--- config.mk ---
export PLATFORM = sky130hd
export DESIGN_NAME = rf_write_arbiter
export DESIGN_NICKNAME = d
export VERILOG_FILES = /design/src/rtl/rf_pkg.sv /design/src/rtl/rf_wr_grant.sv /design/src/rtl/rf_write_arbiter.sv
export SDC_FILE = /design/constraint.sdc
export NUM_CORES = 1
export LEC_CHECK = 0
export BUFFER_PORTS_ARGS = -buffer_cell sky130_fd_sc_hd__buf_2
export CELL_PAD_IN_SITES_DETAIL_PLACEMENT = 1
export CELL_PAD_IN_SITES_GLOBAL_PLACEMENT = 1
export CORE_UTILIZATION = 35
export DETAILED_ROUTE_END_ITERATION = 7
export PLACE_DENSITY_LB_ADDON = 0.1
export SLEW_MARGIN = 0
export SYNTH_ARGS = -nofsm -noshare
export SYNTH_HDL_FRONTEND = slang
export SYNTH_SLANG_ARGS = --single-unit
--- constraint.sdc ---
create_clock -name clk -period 5.3 [get_ports clk]
set_input_delay 0.265 -clock clk [delete_from_list [all_inputs] [get_ports clk]]
set_output_delay 0.265 -clock clk [all_outputs]
set_load 0.02 [all_outputs]
--- src/rtl/rf_pkg.sv ---
// rf_pkg: shared types and helpers for register-file write arbitration.
// Widths follow `RF_ADDRESSLEN / `RF_XLEN from RISCV_defs.svh. When that
// header has not been seen, RV32 defaults (5-bit address, 32-bit data) apply.
`ifndef RF_ADDRESSLEN
`define RF_ADDRESSLEN 5
`endif
`ifndef RF_XLEN
`define RF_XLEN 32
`endif

package rf_pkg;

  localparam int ADDR_W = `RF_ADDRESSLEN;
  localparam int XLEN   = `RF_XLEN;

  // One writeback request as presented by a requester.
  typedef struct packed {
    logic                      valid;
    logic [`RF_ADDRESSLEN-1:0] addr;
    logic [`RF_XLEN-1:0]       data;
  } rf_wr_req_t;

  // Which requester owns the write port in the current cycle.
  typedef enum logic [1:0] {
    SRC_NONE = 2'd0,
    SRC_MEM  = 2'd1,
    SRC_EX   = 2'd2
  } rf_src_e;

  // x0 is hardwired to zero, so a write to it is accepted but never performed.
  function automatic logic is_x0(input logic [`RF_ADDRESSLEN-1:0] addr);
    return (addr == '0);
  endfunction

endpackage

--- src/rtl/rf_wr_grant.sv ---
// rf_wr_grant: combinational MEM > EX grant with an EX starvation guard.
// The loss counter counts consecutive cycles in which EX asked and lost; once
// it reaches STARVE_LIMIT the next contended cycle goes to EX. STARVE_LIMIT=0
// disables the guard and leaves pure fixed priority.
module rf_wr_grant
  import rf_pkg::*;
#(
  parameter int STARVE_LIMIT = 4
) (
  input  logic    clk,
  input  logic    rst,
  input  logic    mem_valid,
  input  logic    ex_valid,
  output logic    mem_ready,
  output logic    ex_ready,
  output logic    starved,
  output rf_src_e src
);

  // A zero limit still needs a one-bit counter so the declaration is legal.
  localparam int              CNT_W   = (STARVE_LIMIT > 0) ? $clog2(STARVE_LIMIT + 1) : 1;
  localparam logic [CNT_W-1:0] CNT_MAX = CNT_W'(STARVE_LIMIT);

  logic [CNT_W-1:0] cnt;
  logic             force_ex;

  // Decide the winner from the current requests and the loss history.
  always_comb begin
    force_ex  = (STARVE_LIMIT != 0) && (cnt == CNT_MAX);
    src       = SRC_NONE;
    mem_ready = 1'b0;
    ex_ready  = 1'b0;
    starved   = 1'b0;
    if (!rst) begin
      if (mem_valid && ex_valid) begin
        if (force_ex) begin
          src      = SRC_EX;
          ex_ready = 1'b1;
          starved  = 1'b1;
        end else begin
          src       = SRC_MEM;
          mem_ready = 1'b1;
        end
      end else if (mem_valid) begin
        src       = SRC_MEM;
        mem_ready = 1'b1;
      end else if (ex_valid) begin
        src      = SRC_EX;
        ex_ready = 1'b1;
      end
    end
  end

  // Track consecutive EX losses; any EX grant or idle EX cycle restarts the count.
  always_ff @(posedge clk) begin
    if (rst) begin
      cnt <= '0;
    end else if (!ex_valid || ex_ready) begin
      cnt <= '0;
    end else if (cnt != CNT_MAX) begin
      cnt <= cnt + CNT_W'(1);
    end
  end

endmodule

--- src/rtl/rf_write_arbiter.sv ---
// rf_write_arbiter: shares the register-file write port between MEM and EX.
// The winner of each cycle is registered and drives reg_wr/waddr/wdata on the
// following edge. Writes to x0 are accepted and silently dropped.
// Optional feature macro RF_BYPASS_EN: adds a bypass of the in-flight write
// to two read ports, covering the cycle before register_file has committed it.
module rf_write_arbiter
  import rf_pkg::*;
#(
  parameter int STARVE_LIMIT = 4
) (
  input  logic                      clk,
  input  logic                      rst,
  input  logic                      mem_valid,
  output logic                      mem_ready,
  input  logic [`RF_ADDRESSLEN-1:0] mem_addr,
  input  logic [`RF_XLEN-1:0]       mem_data,
  input  logic                      ex_valid,
  output logic                      ex_ready,
  input  logic [`RF_ADDRESSLEN-1:0] ex_addr,
  input  logic [`RF_XLEN-1:0]       ex_data,
  output logic                      reg_wr,
  output logic [`RF_ADDRESSLEN-1:0] waddr,
  output logic [`RF_XLEN-1:0]       wdata,
`ifdef RF_BYPASS_EN
  input  logic [`RF_ADDRESSLEN-1:0] byp_raddr1,
  input  logic [`RF_ADDRESSLEN-1:0] byp_raddr2,
  output logic                      byp_hit1,
  output logic                      byp_hit2,
  output logic [`RF_XLEN-1:0]       byp_data1,
  output logic [`RF_XLEN-1:0]       byp_data2,
`endif
  output logic                      starved
);

  rf_wr_req_t mem_req_p0;
  rf_wr_req_t ex_req_p0;
  rf_wr_req_t win_p0;
  rf_src_e    src_p0;
  logic       wr_p0;

  logic                      vld_p1;
  logic [`RF_ADDRESSLEN-1:0] addr_p1;
  logic [`RF_XLEN-1:0]       data_p1;

  assign mem_req_p0 = '{valid: mem_valid, addr: mem_addr, data: mem_data};
  assign ex_req_p0  = '{valid: ex_valid,  addr: ex_addr,  data: ex_data};

  rf_wr_grant #(
    .STARVE_LIMIT(STARVE_LIMIT)
  ) u_grant (
    .clk       (clk),
    .rst       (rst),
    .mem_valid (mem_valid),
    .ex_valid  (ex_valid),
    .mem_ready (mem_ready),
    .ex_ready  (ex_ready),
    .starved   (starved),
    .src       (src_p0)
  );

  // ---- p0: select the granted request; a write to x0 is consumed but not performed.
  always_comb begin
    win_p0 = '0;
    case (src_p0)
      SRC_MEM: win_p0 = mem_req_p0;
      SRC_EX:  win_p0 = ex_req_p0;
      default: win_p0 = '0;
    endcase
    wr_p0 = win_p0.valid && !is_x0(win_p0.addr);
  end

  // ---- p1: output register toward register_file; address/data hold when no write issues.
  always_ff @(posedge clk) begin
    if (rst) begin
      vld_p1  <= 1'b0;
      addr_p1 <= '0;
      data_p1 <= '0;
    end else begin
      vld_p1 <= wr_p0;
      if (wr_p0) begin
        addr_p1 <= win_p0.addr;
        data_p1 <= win_p0.data;
      end
    end
  end

  assign reg_wr = vld_p1;
  assign waddr  = addr_p1;
  assign wdata  = data_p1;

`ifdef RF_BYPASS_EN
  // Forward the in-flight write to readers that would otherwise see the stale value.
  always_comb begin
    byp_hit1  = vld_p1 && (addr_p1 == byp_raddr1) && !is_x0(byp_raddr1);
    byp_hit2  = vld_p1 && (addr_p1 == byp_raddr2) && !is_x0(byp_raddr2);
    byp_data1 = data_p1;
    byp_data2 = data_p1;
  end
`endif

endmodule
Word level (Yosys, flattened, before mapping). Cells that the tools add are included.

Reductions and logical operators: 7. Equal/unequal tests: 4. Add/sub/neg operators: 1. Multiplexer cells: 17.

Operators by type and width (count): $pmux W38 S2 (1); $mux W1 (11); $mux W2 (5); $logic_not A5 Y1 (1); $add A3 B1 Y3 const B (1); $eq A3 B3 Y1 const B (1); $ne A3 B3 Y1 const B (1); $eq A2 B1 Y1 const B (1); $eq A2 B2 Y1 const B (1); $logic_and A1 B1 Y1 (2); $logic_not A1 Y1 (2); $reduce_or A2 Y1 (1); $logic_or A1 B1 Y1 (1).

Bits in registers: 41. Word-level logic and storage cells: 33. Output and inout port bits: 41. Bits of input ports: 78.

Depth between registers and ports, before layout.
Depth in word-level cells: 9. Gate-level depth with buffers: 13. Gate-level depth less buffers: 10.

By module. From an unflattened synthesis, not the netlist that was laid out.

Cells, all modules: 247. Area, all modules: 2336.0 um^2.

Modules (own cells, without submodules): rf_write_arbiter (sequential area each 760.7 um^2, times used 1, cells each 225, area an instance 2147.1 um^2); rf_wr_grant (sequential area each 60.1 um^2, times used 1, cells each 22, area an instance 188.9 um^2).

Worst setup path before layout. OpenSTA, ideal clock, no wires.

Path kind: input port to flip-flop. From: input rst. To: register data_p1[10], in the netlist wdata[10]. Cell stages on the path: 12. Slack: 2.706 ns. Setup time: 0.121 ns. Data required time: 5.179 ns. Arrival time: 2.472 ns. Buffers on the path: 3. Cells stage by stage: clkbuf_1 clkinv_1 nand2_1 a21o_1 inv_1 ha_1 a22o_1 nor3_2 a21o_1 buf_6 buf_6 mux2_4.

Word-level cells in the longest chain between the ends: 6. Elaborated cells on any way between the ends: 7. Classes of those cells: 2 x eq/ne; 2 x mux; 3 x reduce/logical.

Ends and longest elaborated chain: start, declared (RTL line rf_write_arbiter.sv:12) `input logic rst,`; $mux W2 (RTL line rf_wr_grant.sv:34) `if (!rst) begin`; $eq A2 B2 Y1 / $eq A2 B1 Y1 (equally long branches) (RTL line rf_write_arbiter.sv:64) `case (src_p0)`; $pmux W38 S2 (RTL line rf_write_arbiter.sv:64); $logic_not A5 Y1 (RTL line rf_pkg.sv:32) `return (addr == '0);`; $logic_not A1 Y1 (RTL line rf_write_arbiter.sv:69) `wr_p0 = win_p0.valid && !is_x0(win_p0.addr);`; $logic_and A1 B1 Y1 (RTL line rf_write_arbiter.sv:69); end signal, assigned (RTL line rf_write_arbiter.sv:82) `data_p1 <= win_p0.data;`; end, declared (RTL line rf_write_arbiter.sv:43) `` logic [`RF_XLEN-1:0] data_p1; ``.

Several ways; a longest one is shown, not always the timed one. A chain may end at the register's enable or synchronous reset.

Worst setup path after layout.
From: register u_grant.cnt[0]. To: register data_p1[6], in the netlist wdata[6].

Word-level cells in the longest chain between the ends: 9. Elaborated cells on any way between the ends: 10. Classes of those cells: 3 x eq/ne; 4 x mux; 3 x reduce/logical.

Ends and longest elaborated chain: start, declared (RTL line rf_wr_grant.sv:24) `logic [CNT_W-1:0] cnt;`; start signal, assigned (RTL line rf_wr_grant.sv:61) `cnt <= cnt + CNT_W'(1);`; $eq A3 B3 Y1 * (RTL line rf_wr_grant.sv:29) `force_ex = (STARVE_LIMIT != 0) && (cnt == CNT_MAX);`; $mux W2 * (RTL line rf_wr_grant.sv:36) `if (force_ex) begin`; $mux W2 * (RTL line rf_wr_grant.sv:35) `if (mem_valid && ex_valid) begin`; $mux W2 * (RTL line rf_wr_grant.sv:34); $eq A2 B2 Y1 / $eq A2 B1 Y1 (equally long branches) (RTL line rf_write_arbiter.sv:64); $pmux W38 S2 * (RTL line rf_write_arbiter.sv:64); $logic_not A5 Y1 (RTL line rf_pkg.sv:32); $logic_not A1 Y1 (RTL line rf_write_arbiter.sv:69); $logic_and A1 B1 Y1 (RTL line rf_write_arbiter.sv:69).

Every way passes the cells marked *; elsewhere a longest branch is shown, timed or not.

==> key figures <==
Global routing
  • Pin count of the biggest net entering global routing: 63
  • Total grt overflow: 0
  • Antenna violations before repair: 0
  • GRT Overall Usage: 17.9%
  • Number of global-route vias before repair: 2180
  • Global-route wire length before repair: 10.1 mm

Outcome
  • Outcome: finished, final reports clean

Clocking
  • Clock buffer depth: 2
  • Post-CTS Setup Inserts: 0
  • Cell at the root of the clock tree: clkbuf_8
  • Count of instances resized after the clock tree is built: 0
  • CTS hold repair buffers: 0
  • Insertion delay to the later sink of the worst-skew pair: 0.29 ns
  • CTS tree: built
  • Number of H-tree levels: 2
  • Cts bufs inserted: 5
  • Clock-pin transition on the worst setup and hold timing paths: 0.07 ns
  • Number of sinks handled by clock tree synthesis: 41

STA
  • Final hold violation count: 0
  • Worst clock skew: 0.00774 ns
  • Max Freq: 291 MHz
  • Accumulated negative setup slack: 0 ns
  • Crit path time final: 3.44 ns
  • Rel. slew slack: 32.7%
  • Final max-slew violation count: 0
  • RSZ-0062 raised after global routing: no
  • Setup violators final: 0
  • Final period utilization: 64.8%
  • Transition at the pin with the smallest max-transition slack: 1.01 ns

Critical path
  • Worst Path Arrival: 3.61 ns
  • Launching element type of the critical path: flop
  • Biggest fanout along the worst timing path: 33
  • Crit. End Element: flop
  • Critical Path, Cell by Cell: inv_1 > ha_1 > nand2_1 > a21o_1 > inv_1 > ha_1 > a22oi_1 > or2_0 > a21o_2 > mux2_1
  • Required time at the worst-slack endpoint: 5.47 ns
  • Crit-path leading delay family: compound AO/OA/AOI/OAI gates
  • Slowest cell delay on critical path: 0.82 ns
  • Bufs and invs on worst path: 2
  • Worst Reg2Reg Path Length in Cells: 10
  • Path length in cells of the critical path: 10
  • Crit path max-delay cell type: a21o_2
  • Crit Path Category: flop to flop

Logic synthesis
  • Post-synthesis cell area: 2300 sq um
  • Commonest register cell after synthesis: dfxtp_1
  • Top cell type by total area after synthesis: dfxtp_1
  • Most common cell in the synthesized netlist: dfxtp_1
  • Synth cell count leaders: dfxtp_1, nor2_1, a22oi_1, nor2b_1, mux2_4
  • Number of flops mapped to enable cells by yosys: 0
  • Fraction of post-synthesis cell area in the top cell type by area: 35.7%
  • Count of different cell masters after synthesis: 31
  • Warnings from Yosys: 0
  • Fraction of the yosys area taken by sequential cells: 35.7%
  • Asr flop ratio synth: 0%
  • Leading post-synthesis cells by cell area: dfxtp_1, mux2_4, a22oi_1
  • Post-synthesis net count: 329
  • Gate Count Post-Synth: 247
  • Post-synthesis sequential element count: 41
  • Post-Synthesis Mean Instance Area: 9.32 sq um

Cells and area
  • Net count reported at finish: 437
  • Post-synthesis to final-layout area growth: 31.0%
  • Antenna cell count: 0
  • Final design instance area without fill: 3020 sq um
  • Share of post-route cells with drive strength above 1: 43.8%

Power and ir drop
  • Static leakage: 1.56 nW
  • Maximum ir drop on the vdd rail: 104 uV
  • Pwr/cell area: 220 nW/um^2

Floorplanning
  • Placement row count: 29
  • Total I/O pin count: 119
  • Effective utilization at floorplan: 36.3%
  • Area of the core: 6350 sq um
  • Area of the die: 6910 sq um
  • Width of the die: 83.1 microns
  • Die Height: 83.1 microns

Routing
  • Antenna viol nets, final: 0
  • Remaining DRCs: 0
  • Vias per Instance: 5.04
  • Routed len/inst: 14.0 microns
  • DRC violation total after the first TritonRoute iteration: 75
  • Number of optimization iterations in the first detailed-route pass: 4
  • Total via count after detailed routing: 2181
  • Total wire length: 6.06 mm

Placement
  • Routability-driven placement congestion ratio: 0.852
  • Area post-placement: 2900 sq um
  • Number of port buffers: 118
  • Hpwl dp: 4.54 mm

Worst hold path
  • Cell depth of the worst hold path: 3
  • Worst min-delay path category: input port to flop

Run
  • Max-cap violation count: 0
-- area by class of cell --
cell class,instances,area [sq um]
Fill cell,791,3330
Multi-Input combinational cell,179,1340
Sequential cell,41,821
Timing Repair Buffer,121,613
Tap cell,77,96.3
Clock buffer,7,86.3
Clock inverter,1,30.0
Inverter,7,26.3
-- flip-flops by register name (all words and copies together) (netlist names) --
name,count
reg_wr,1
u_grant.cnt,3
wdata,32
waddr,5
-- report_power, final --
group | switching [mW] | total, mW | internal, mW
Combinational | 0.0496 | 0.0925 | 0.0429
Sequential | 0.00118 | 0.311 | 0.310
Clock | 0.107 | 0.261 | 0.154
-- kinds of logic (layout without fill, tap and decap cells) --
kind of cell,Yosys count,in the layout,synth area share (%)
AND/OR/NAND/NOR,89,89,18.8
AO/OA/AOI/OAI,54,54,17.8
flip-flops,41,41,35.7
multiplexers,32,32,19.5
buffers and inverters,27,136,6.09
adder cells (fa/ha/maj),4,4,2.17
-- path summary, 6_finish.rpt --
kind / start / endpoint / slack (ns)
setup / recovery: u_grant.cnt[0] / wdata[6] / 1.86
hold / removal: mem_valid / u_grant.cnt[2] / 0.32
setup reg to reg: u_grant.cnt[0] / wdata[6] / 1.86
hold reg to reg: wdata[3] / wdata[3] / 0.46
-- worst min-delay path, delay by kind of cell --
kind / cells / cell delay, ns
buf+inv: 1 / 0.13
simple gates: 2 / 0.16
-- through the flow --
stage	hold slack, ns	cells	util, %	setup slack (ns)	power (mW)
after floorplan	0.444	247	-	2.71	0.370
after global placement	0.447	425	45.7	1.94	0.411
after detailed placement	0.456	425	45.7	1.84	0.412
after CTS	0.312	433	47.5	1.86	0.672
after global routing	0.343	433	47.5	1.54	0.693
final	0.319	433	47.5	1.86	0.664
-- cells in the final DEF (no fill, tap or decap), types with 4 or more instances in the layout --
master and count:
nor2_1 35, o21a_1 4, dfxtp_1 41, clkbuf_8 6
a22oi_1 30, a22o_1 7, ha_1 4, nor2b_1 28
buf_2 118, mux2i_1 4, nand2_1 14, inv_1 6
mux2_4 25, nand3_1 4
-- metal layers --
metal  vias to the layer above  part of all wire, %  global-route usage, %
met4                         0                  1.3                   5.33
li1                       1075                    -                      -
met2                        68                   48                   30.6
met1                      1031                   45                   22.5
met5                         -                    0                      0
met3                         7                  5.9                   4.08
(Power assumes the default switching activity.)
